[src/rtl/mem_wb_stage_if.sv]
// Data-memory handshake bundle between the MEM stage (master) and data memory (slave).
interface mem_wb_stage_if;
  logic        dmem_en;
  logic        dmem_wr;
  logic [15:0] dmem_addr;
  logic [15:0] dmem_wdata;
  logic [15:0] dmem_rdata;
  logic        dmem_ready;

  modport master (
    output dmem_en, dmem_wr, dmem_addr, dmem_wdata,
    input  dmem_rdata, dmem_ready
  );

  modport slave (
    input  dmem_en, dmem_wr, dmem_addr, dmem_wdata,
    output dmem_rdata, dmem_ready
  );
endinterface

[src/rtl/mem_wb_stage.sv]
// Memory stage plus MEM/WB register of the 16-bit pipelined cpu.
// Optional MEM-to-MEM store-data forwarding is enabled by defining MEM_FWD_EN.
module mem_wb_stage #(
  parameter int unsigned TIMEOUT  = 15,
  parameter logic [15:0] ERR_DATA = 16'hDEAD
) (
  input  logic                  clk,
  input  logic                  rst_n,
  input  logic                  ex_valid,
  input  logic [15:0]           ex_inst,
  input  logic [15:0]           ex_result,
  input  logic [15:0]           ex_store_data,
  input  logic                  ex_mem_read,
  input  logic                  ex_mem_write,
  input  logic                  ex_reg_write,
  input  logic                  ex_halt,
  output logic                  mem_stall,
  mem_wb_stage_if.master        dmem,
  output logic                  wb_valid,
  output logic [15:0]           wb_inst,
  output logic                  wb_reg_write,
  output logic [3:0]            wb_dst,
  output logic [15:0]           wb_data,
  output logic                  hlt,
  output logic                  mem_err
);

  typedef enum logic [0:0] {StIdle, StWait} state_e;

  state_e      state;
  logic [15:0] wait_cnt;
  logic        lat_wr;
  logic [15:0] lat_addr;
  logic [15:0] lat_wdata;
  logic [15:0] lat_inst;
  logic        lat_reg_write;

  logic        accept;
  logic        is_mem;
  logic        req_new;
  logic        in_wait;
  logic        timeout_hit;
  logic [15:0] new_wdata;

  always_comb begin
    // Gating with rst_n drops the request the instant reset asserts.
    accept  = rst_n & ex_valid & ~hlt & (state == StIdle);
    is_mem  = ~ex_halt & (ex_mem_read | ex_mem_write);
    req_new = accept & is_mem;
    in_wait = rst_n & (state == StWait);
    timeout_hit = (TIMEOUT != 0) && in_wait && !dmem.dmem_ready &&
                  (wait_cnt == 16'(TIMEOUT));
`ifdef MEM_FWD_EN
    if (ex_mem_write && (ex_inst[11:8] == wb_dst) && wb_valid && wb_reg_write) begin
      new_wdata = wb_data;
    end else begin
      new_wdata = ex_store_data;
    end
`else
    new_wdata = ex_store_data;
`endif
  end

  always_comb begin
    dmem.dmem_en    = req_new | in_wait;
    dmem.dmem_wr    = in_wait ? lat_wr    : ex_mem_write;
    dmem.dmem_addr  = in_wait ? lat_addr  : ex_result;
    dmem.dmem_wdata = in_wait ? lat_wdata : new_wdata;
    // An aborted access retires, so EX/MEM must advance past it as on a normal completion.
    mem_stall = (req_new & ~dmem.dmem_ready) |
                (in_wait & ~dmem.dmem_ready & ~timeout_hit);
  end

  assign wb_dst = wb_inst[11:8];

  always_ff @(posedge clk or negedge rst_n) begin
    if (!rst_n) begin
      state         <= StIdle;
      wait_cnt      <= '0;
      lat_wr        <= 1'b0;
      lat_addr      <= '0;
      lat_wdata     <= '0;
      lat_inst      <= '0;
      lat_reg_write <= 1'b0;
      wb_valid      <= 1'b0;
      wb_inst       <= '0;
      wb_reg_write  <= 1'b0;
      wb_data       <= '0;
      hlt           <= 1'b0;
      mem_err       <= 1'b0;
    end else begin
      wb_valid     <= 1'b0;
      wb_reg_write <= 1'b0;
      wb_inst      <= '0;
      wb_data      <= '0;
      unique case (state)
        StIdle: begin
          if (accept) begin
            if (is_mem && !dmem.dmem_ready) begin
              state         <= StWait;
              wait_cnt      <= 16'd1;
              lat_wr        <= ex_mem_write;
              lat_addr      <= ex_result;
              lat_wdata     <= new_wdata;
              lat_inst      <= ex_inst;
              lat_reg_write <= ex_reg_write & ~ex_mem_write;
            end else begin
              wb_valid     <= 1'b1;
              wb_inst      <= ex_inst;
              wb_reg_write <= ex_reg_write & ~ex_halt & ~(is_mem & ex_mem_write);
              wb_data      <= (is_mem && !ex_mem_write) ? dmem.dmem_rdata : ex_result;
              if (ex_halt) begin
                hlt <= 1'b1;
              end
            end
          end
        end
        StWait: begin
          if (dmem.dmem_ready) begin
            state        <= StIdle;
            wait_cnt     <= '0;
            wb_valid     <= 1'b1;
            wb_inst      <= lat_inst;
            wb_reg_write <= lat_reg_write;
            wb_data      <= lat_wr ? lat_addr : dmem.dmem_rdata;
          end else if (timeout_hit) begin
            state        <= StIdle;
            wait_cnt     <= '0;
            wb_valid     <= 1'b1;
            wb_inst      <= lat_inst;
            wb_reg_write <= 1'b0;
            wb_data      <= ERR_DATA;
            mem_err      <= 1'b1;
          end else begin
            wait_cnt <= wait_cnt + 16'd1;
          end
        end
        default: state <= StIdle;
      endcase
    end
  end

endmodule

[src/flat_wrapper.sv]
// flat-port wrapper written by rule: the top's interface ports become plain ports
module mem_wb_stage_flat 
#(
  parameter int unsigned TIMEOUT  = 15,
  parameter logic [15:0] ERR_DATA = 16'hDEAD
)
  (clk, rst_n, ex_valid, ex_inst, ex_result, ex_store_data, ex_mem_read, ex_mem_write, ex_reg_write, ex_halt, mem_stall, wb_valid, wb_inst, wb_reg_write, wb_dst, wb_data, hlt, mem_err, dmem_dmem_en, dmem_dmem_wr, dmem_dmem_addr, dmem_dmem_wdata, dmem_dmem_rdata, dmem_dmem_ready);
  mem_wb_stage_if dmem_i ();
  input  logic clk;
  input  logic rst_n;
  input  logic ex_valid;
  input  logic [15:0] ex_inst;
  input  logic [15:0] ex_result;
  input  logic [15:0] ex_store_data;
  input  logic ex_mem_read;
  input  logic ex_mem_write;
  input  logic ex_reg_write;
  input  logic ex_halt;
  output logic mem_stall;
  output logic wb_valid;
  output logic [15:0] wb_inst;
  output logic wb_reg_write;
  output logic [3:0] wb_dst;
  output logic [15:0] wb_data;
  output logic hlt;
  output logic mem_err;
  output wire logic [$bits(dmem_i.dmem_en)-1:0] dmem_dmem_en;
  output wire logic [$bits(dmem_i.dmem_wr)-1:0] dmem_dmem_wr;
  output wire logic [$bits(dmem_i.dmem_addr)-1:0] dmem_dmem_addr;
  output wire logic [$bits(dmem_i.dmem_wdata)-1:0] dmem_dmem_wdata;
  input wire logic [$bits(dmem_i.dmem_rdata)-1:0] dmem_dmem_rdata;
  input wire logic [$bits(dmem_i.dmem_ready)-1:0] dmem_dmem_ready;
  assign dmem_dmem_en = dmem_i.dmem_en;
  assign dmem_dmem_wr = dmem_i.dmem_wr;
  assign dmem_dmem_addr = dmem_i.dmem_addr;
  assign dmem_dmem_wdata = dmem_i.dmem_wdata;
  assign dmem_i.dmem_rdata = dmem_dmem_rdata;
  assign dmem_i.dmem_ready = dmem_dmem_ready;
  mem_wb_stage #(.TIMEOUT(TIMEOUT), .ERR_DATA(ERR_DATA)) u_core (.clk(clk), .rst_n(rst_n), .ex_valid(ex_valid), .ex_inst(ex_inst), .ex_result(ex_result), .ex_store_data(ex_store_data), .ex_mem_read(ex_mem_read), .ex_mem_write(ex_mem_write), .ex_reg_write(ex_reg_write), .ex_halt(ex_halt), .mem_stall(mem_stall), .dmem(dmem_i), .wb_valid(wb_valid), .wb_inst(wb_inst), .wb_reg_write(wb_reg_write), .wb_dst(wb_dst), .wb_data(wb_data), .hlt(hlt), .mem_err(mem_err));
endmodule
[config.mk]
export PLATFORM = sky130hd
export DESIGN_NAME = mem_wb_stage_flat
export DESIGN_NICKNAME = d
export VERILOG_FILES = /design/src/rtl/mem_wb_stage_if.sv /design/src/rtl/mem_wb_stage.sv /design/src/flat_wrapper.sv
export SDC_FILE = /design/constraint.sdc
export NUM_CORES = 1
export LEC_CHECK = 0
export ABC_AREA = 1
export CORE_ASPECT_RATIO = 1.5
export CORE_MARGIN = 3
export CORE_UTILIZATION = 49
export CTS_CLUSTER_DIAMETER = 100
export DETAILED_ROUTE_END_ITERATION = 10
export PLACE_DENSITY = 0.84
export SYNTH_ARGS = -nofsm -noshare
export SYNTH_HDL_FRONTEND = slang
export SYNTH_SLANG_ARGS = --single-unit
[constraint.sdc]
create_clock -name clk -period 1.7 [get_ports clk]
set_input_delay 0.34 -clock clk [delete_from_list [all_inputs] [get_ports clk]]
set_output_delay 0.34 -clock clk [all_outputs]
set_load 0.01 [all_outputs]
After elaboration in Yosys (flattened, before gate mapping) --
Index checks and enable logic that the tools add are counted.
Cells by class: add/subtract/negate cells 1, $mul 0, divide/modulo/power cells 0, magnitude comparators 0, equality and inequality tests 3, shift-type cells 0, multiplexer cells 34, bitwise operators 24, reduce and logical (&&, ||, !) cells 10
Operators by type and width (count):
- two-way mux 16 bit | 16
- case mux 16 bit (2 select lines) | 3
- adder 16 x 1 -> 16 bit, second input constant | 1
- == test 16 x 4 -> 1 bit, second input constant | 1
- bitwise AND 1 bit | 13
- two-way mux 1 bit | 12
- inverter 1 bit | 8
- case mux 1 bit (2 select lines) | 3
- AND reduction 3 bit | 2
- logical AND 1 bit | 4
- AND reduction 4 bit | 1
- OR 1 bit | 3
- zero test 1 bit | 2
- inequality test 2 x 1 -> 1 bit, second input constant | 1
- inequality test 2 bit, second input constant | 1
- AND reduction 2 bit | 1
Storage, ports and cells: bits in registers 103, latch bits 0, RAM bits 0, bits in read-only memories 0, input port bits 72, output and inout port bits 75, word-level logic and storage cells 85, memories kept 0

Depth between registers and ports, before layout --
depth in word-level cells 8, mapped depth 9, mapped depth without buffers 8

Worst setup path before layout --
OpenSTA, ideal clock, no wires.
path type flip-flop to output port, start register u_core.state, end output mem_stall, arrival time 1.211 ns, required time 1.360 ns, path slack 0.149 ns, stages on the path, launching flop included 8, path buffers 2, cell sequence dfrtp_1 buf_4 inv_2 nand2_1 nor2_4 inv_2 clkbuf_1 nand2_1
Between the ends: longest elaborated chain between the ends 6, elaborated cells on any way between the ends 11
RTL lines:
- from (decl) | RTL line mem_wb_stage.sv:30 | state_e state;
- from (signal assigned) | RTL line mem_wb_stage.sv:78 | state <= StIdle;
- from (signal assigned) | RTL line mem_wb_stage.sv:100 | state <= StWait;
- from (signal assigned) | RTL line mem_wb_stage.sv:120 | state <= StIdle;
- bitwise AND 1 bit | RTL line mem_wb_stage.sv:50 | in_wait = rst_n & (state == StWait);
- logical AND 1 bit (2 in a row) | RTL line mem_wb_stage.sv:51 | timeout_hit = (TIMEOUT != 0) && in_wait && !dmem.dmem_ready &&
- inverter 1 bit | RTL line mem_wb_stage.sv:71 | (in_wait & ~dmem.dmem_ready & ~timeout_hit);
- bitwise AND 1 bit | RTL line mem_wb_stage.sv:71
- OR 1 bit * | RTL line mem_wb_stage.sv:70 | mem_stall = (req_new & ~dmem.dmem_ready) |
- to (decl) | RTL line flat_wrapper.sv:19 | output logic mem_stall;
Every way passes the cells marked *; elsewhere a longest branch is shown, timed or not.

Worst setup path after layout --
Ends and elaborated chain as after synthesis.

==> impl_results.md <==
- Share of cells above drive strength 1: 0.2024
- # diodes: 0
- Maximum fanout along the worst path: 20
- Dpl cell area: 7422 um^2
- PwrDens: 918.2 nW/um^2
- CTS tree: yes
- Synth unique cells: 28
- Max-cap viol count: 0
- Number of synthesized register bits: 103
- Final Cycle Share: 1.097
- Max frequency: 536.1 MHz
- Synth warn: 0
- DRT iter0 DRCs: 517
- Sequential-to-total area share from yosys stat: 0.4853
- Setup TNS: -2359 ps
- Fillers: 730
- CTS sink cnt: 103
- Final Max Slew Viols: 0
- Initial antenna violation count: 1
- Max stage delay on crit path: 430 ps
- Std cell rows: 45
- Die area: 12150 um^2
- CTS max path bufs: 2
- RR Startpoint: u_core.state$_DFF_PN0_
- Clk slew on worst S/H paths: 70 ps
- # hold bufs at CTS: 0
- Synth Cell Area: 5311 um^2
- CTS Buf Count: 9
- DR DRC count: 0
- Fin nets: 997
- Leakage: 4.100 nW
- Worst setup slack after placement: -662.5 ps
- Most used cell along the critical path: nand2_1
- Skew final: 9.790 ps
- Syn Area/Cell: 7.470 um^2
- Largest net degree at the start of global routing: 53
- Setup WS post-layout: -165.5 ps
- Die X: 91.01 um
- Detail Route Antenna Nets: 0
- Initial Utilization: 0.5127
- VDD IR-drop max: 0.0006105 V
- Final Setup Violations: 35
- Least-Margin Pin Slew: 583.5 ps
- Htree depth: 3
- Syn_nets: 784
- Number of vias per cell: 5.379
- Crit path time final: 1865 ps
- Post-DP HPWL: 11340 um
- Endpoints failing hold: 0
- Gpl congestion: 0.8817
- Outcome: finished, violations left
- Slowest stage cell, crit path: dfrtp_2
- Crit-path cells: nand2_8 > buf_16 > nor2_2 > nand2_1 > nand2_1 > buf_2
- Top delay family on crit path: flip-flops
- Synth area leaders: dfrtp_1 49%, nand2_1 18%, o21ai_0 5.9%
- Syn-to-layout area delta: 48.01%
- Relative slew slack: 0.6110
- Worst-Skew Late Latency: 350 ps
- First-pass GRT wire length: 27460 um
- Hold WC Path Type: input pin to asynchronous set/reset pin
- DR pass1 iterations: 6
- Worst Path Required: 1360 ps
- RSZ-0062 raised after global routing: true
- Inst Count DP: 1040
- DR vias: 5755
- Worst setup path start: u_core.state$_DFF_PN0_
- Buffers plus inverters on the worst setup path: 2
- Post-route insts no fill: 1070
- Failing checks: setup timing
- Core area: 10360 um^2
- Post-Synthesis Cells: 711
- Total Routed Length: 17240 um
- Critical path class: flip-flop to output pin
- Worst Path Arrival: 1530 ps
- Type of origin of the critical path: flip-flop
- Vias in the first global route: 5812
- I/O pin count: 147
- Global-route usage over all layers: 0.2805
- CP endpoint kind: output pin
- Post-synth top area cell: dfrtp_1
- Final Cell Area: 7861 um^2
- Number of port buffers: 146
- Root buffer cell: clkbuf_16
- Yosys top cell area share: 0.4853
- Grt total ovfl: 0
- Die Height: 133.5 um
- Routed WL per cell: 16.11 um
==> cell type report <==
| type | instances | area, um^2 | area share |
|---|---|---|---|
| Multi-Input combinational cell | 488 | 2311 | 0.2940 |
| Tap cell | 141 | 176.4 | 0.02244 |
| Clock inverter | 7 | 72.57 | 0.009231 |
| Clock buffer | 9 | 225.2 | 0.02865 |
| Timing Repair Buffer | 242 | 2195 | 0.2792 |
| Inverter | 80 | 302.8 | 0.03852 |
| Sequential cell | 103 | 2579 | 0.3280 |
==> cells by family after synthesis <==
logic type / Yosys count / synth area share
buffers and inverters: 120 / 0.09988
and+or+nand+nor: 355 / 0.2794
AOI/OAI and AO/OA: 130 / 0.1298
DFF: 103 / 0.4853
xor gates and xnor gates: 2 / 0.003299
adders and majority gates: 1 / 0.002355
==> state kept, by name, indices dropped and copies added (netlist names) <==
register,cells
u_core.mem_err,1
u_core.lat_inst,16
u_core.hlt,1
u_core.wb_inst,16
u_core.state,1
u_core.lat_wr,1
u_core.wb_valid,1
u_core.wb_reg_write,1
u_core.wb_data,16
u_core.lat_addr,16
u_core.lat_reg_write,1
u_core.wait_cnt,16
u_core.lat_wdata,16
==> worst paths after layout <==
check,endpoint,slack [ps],depth (start not counted)
hold reg to reg,u_core.lat_inst[9]$_DFFE_PN0P_,480,2
min in group clk,u_core.lat_inst[9]$_DFFE_PN0P_,480,2
hold / removal,u_core.wait_cnt[5]$_DFFE_PN0P_,100,2
max in group asynchronous,u_core.wb_inst[0]$_DFF_PN0_,670,3
setup reg to reg,u_core.lat_addr[12]$_DFFE_PN0P_,20,6
setup / recovery,mem_stall,-170,6
==> metrics by stage <==
stage	total power, W	utilization	hold WS (ps)
after floorplan	0.004130	-	44.41
after global placement	0.004913	0.7164	436.9
after detailed placement	0.005042	0.7164	444.0
after CTS	0.007106	0.7457	109.7
after global routing	0.007566	0.7588	122.8
final	0.007218	0.7588	100.1
==> layer usage <==
layer / GRT usage / vias up / part of all wire
met5: 0 / - / 0.00064
met4: 0.1535 / 2 / 0.041
met3: 0.04859 / 64 / 0.063
met2: 0.5154 / 280 / 0.54
met1: 0.3011 / 2724 / 0.35
li1: - / 2685 / -
==> placed cells by master (no fill, tap or decap), drive strengths merged <==
| cell type | n |
|---|---|
| nand2 | 256 |
| buf | 132 |
| clkdlybuf4s50 | 105 |
| dfrtp | 103 |
| o21ai | 83 |
| inv | 81 |
| nor2 | 49 |
| a21oi | 31 |
| nand3 | 31 |
| nand4 | 17 |
| o211ai | 12 |
| clkbuf | 9 |
| dlygate4sd2 | 5 |
| o21bai | 3 |
| clkinv | 3 |
| xor2 | 2 |
| clkinvlp | 2 |
| nor3 | 1 |
| o22ai | 1 |
| or2 | 1 |
| ha | 1 |
| bufinv | 1 |
==> synthesized netlist by cell type (all sizes together) <==
cell / count
clkbuf: 13
nor3: 1
nand2: 256
ha: 1
a21oi: 31
o21ai: 83
inv: 80
nand3: 31
nor2: 49
or2: 1
o21bai: 3
xor2: 2
o211ai: 12
buf: 27
dfrtp: 103
nand4: 17
o22ai: 1
==> power breakdown <==
group	total [W]	switching (W)	internal, W	leakage [nW]
clock network	0.00211	0.000961	0.00114	0.142
logic	0.00186	0.00106	0.000800	2.61
registers	0.00325	0.000265	0.00298	1.34
total	0.00722	0.00229	0.00493	4.10
==> repair_timing <==
action                     4_1_cts  5_1_grt
pin swaps                        3       11
setup endpoints to repair       93       65
cloned                           4        0
resized for setup              177       27
setup buffers                    3        7
Note: power is estimated with default switching activity, not from simulation.
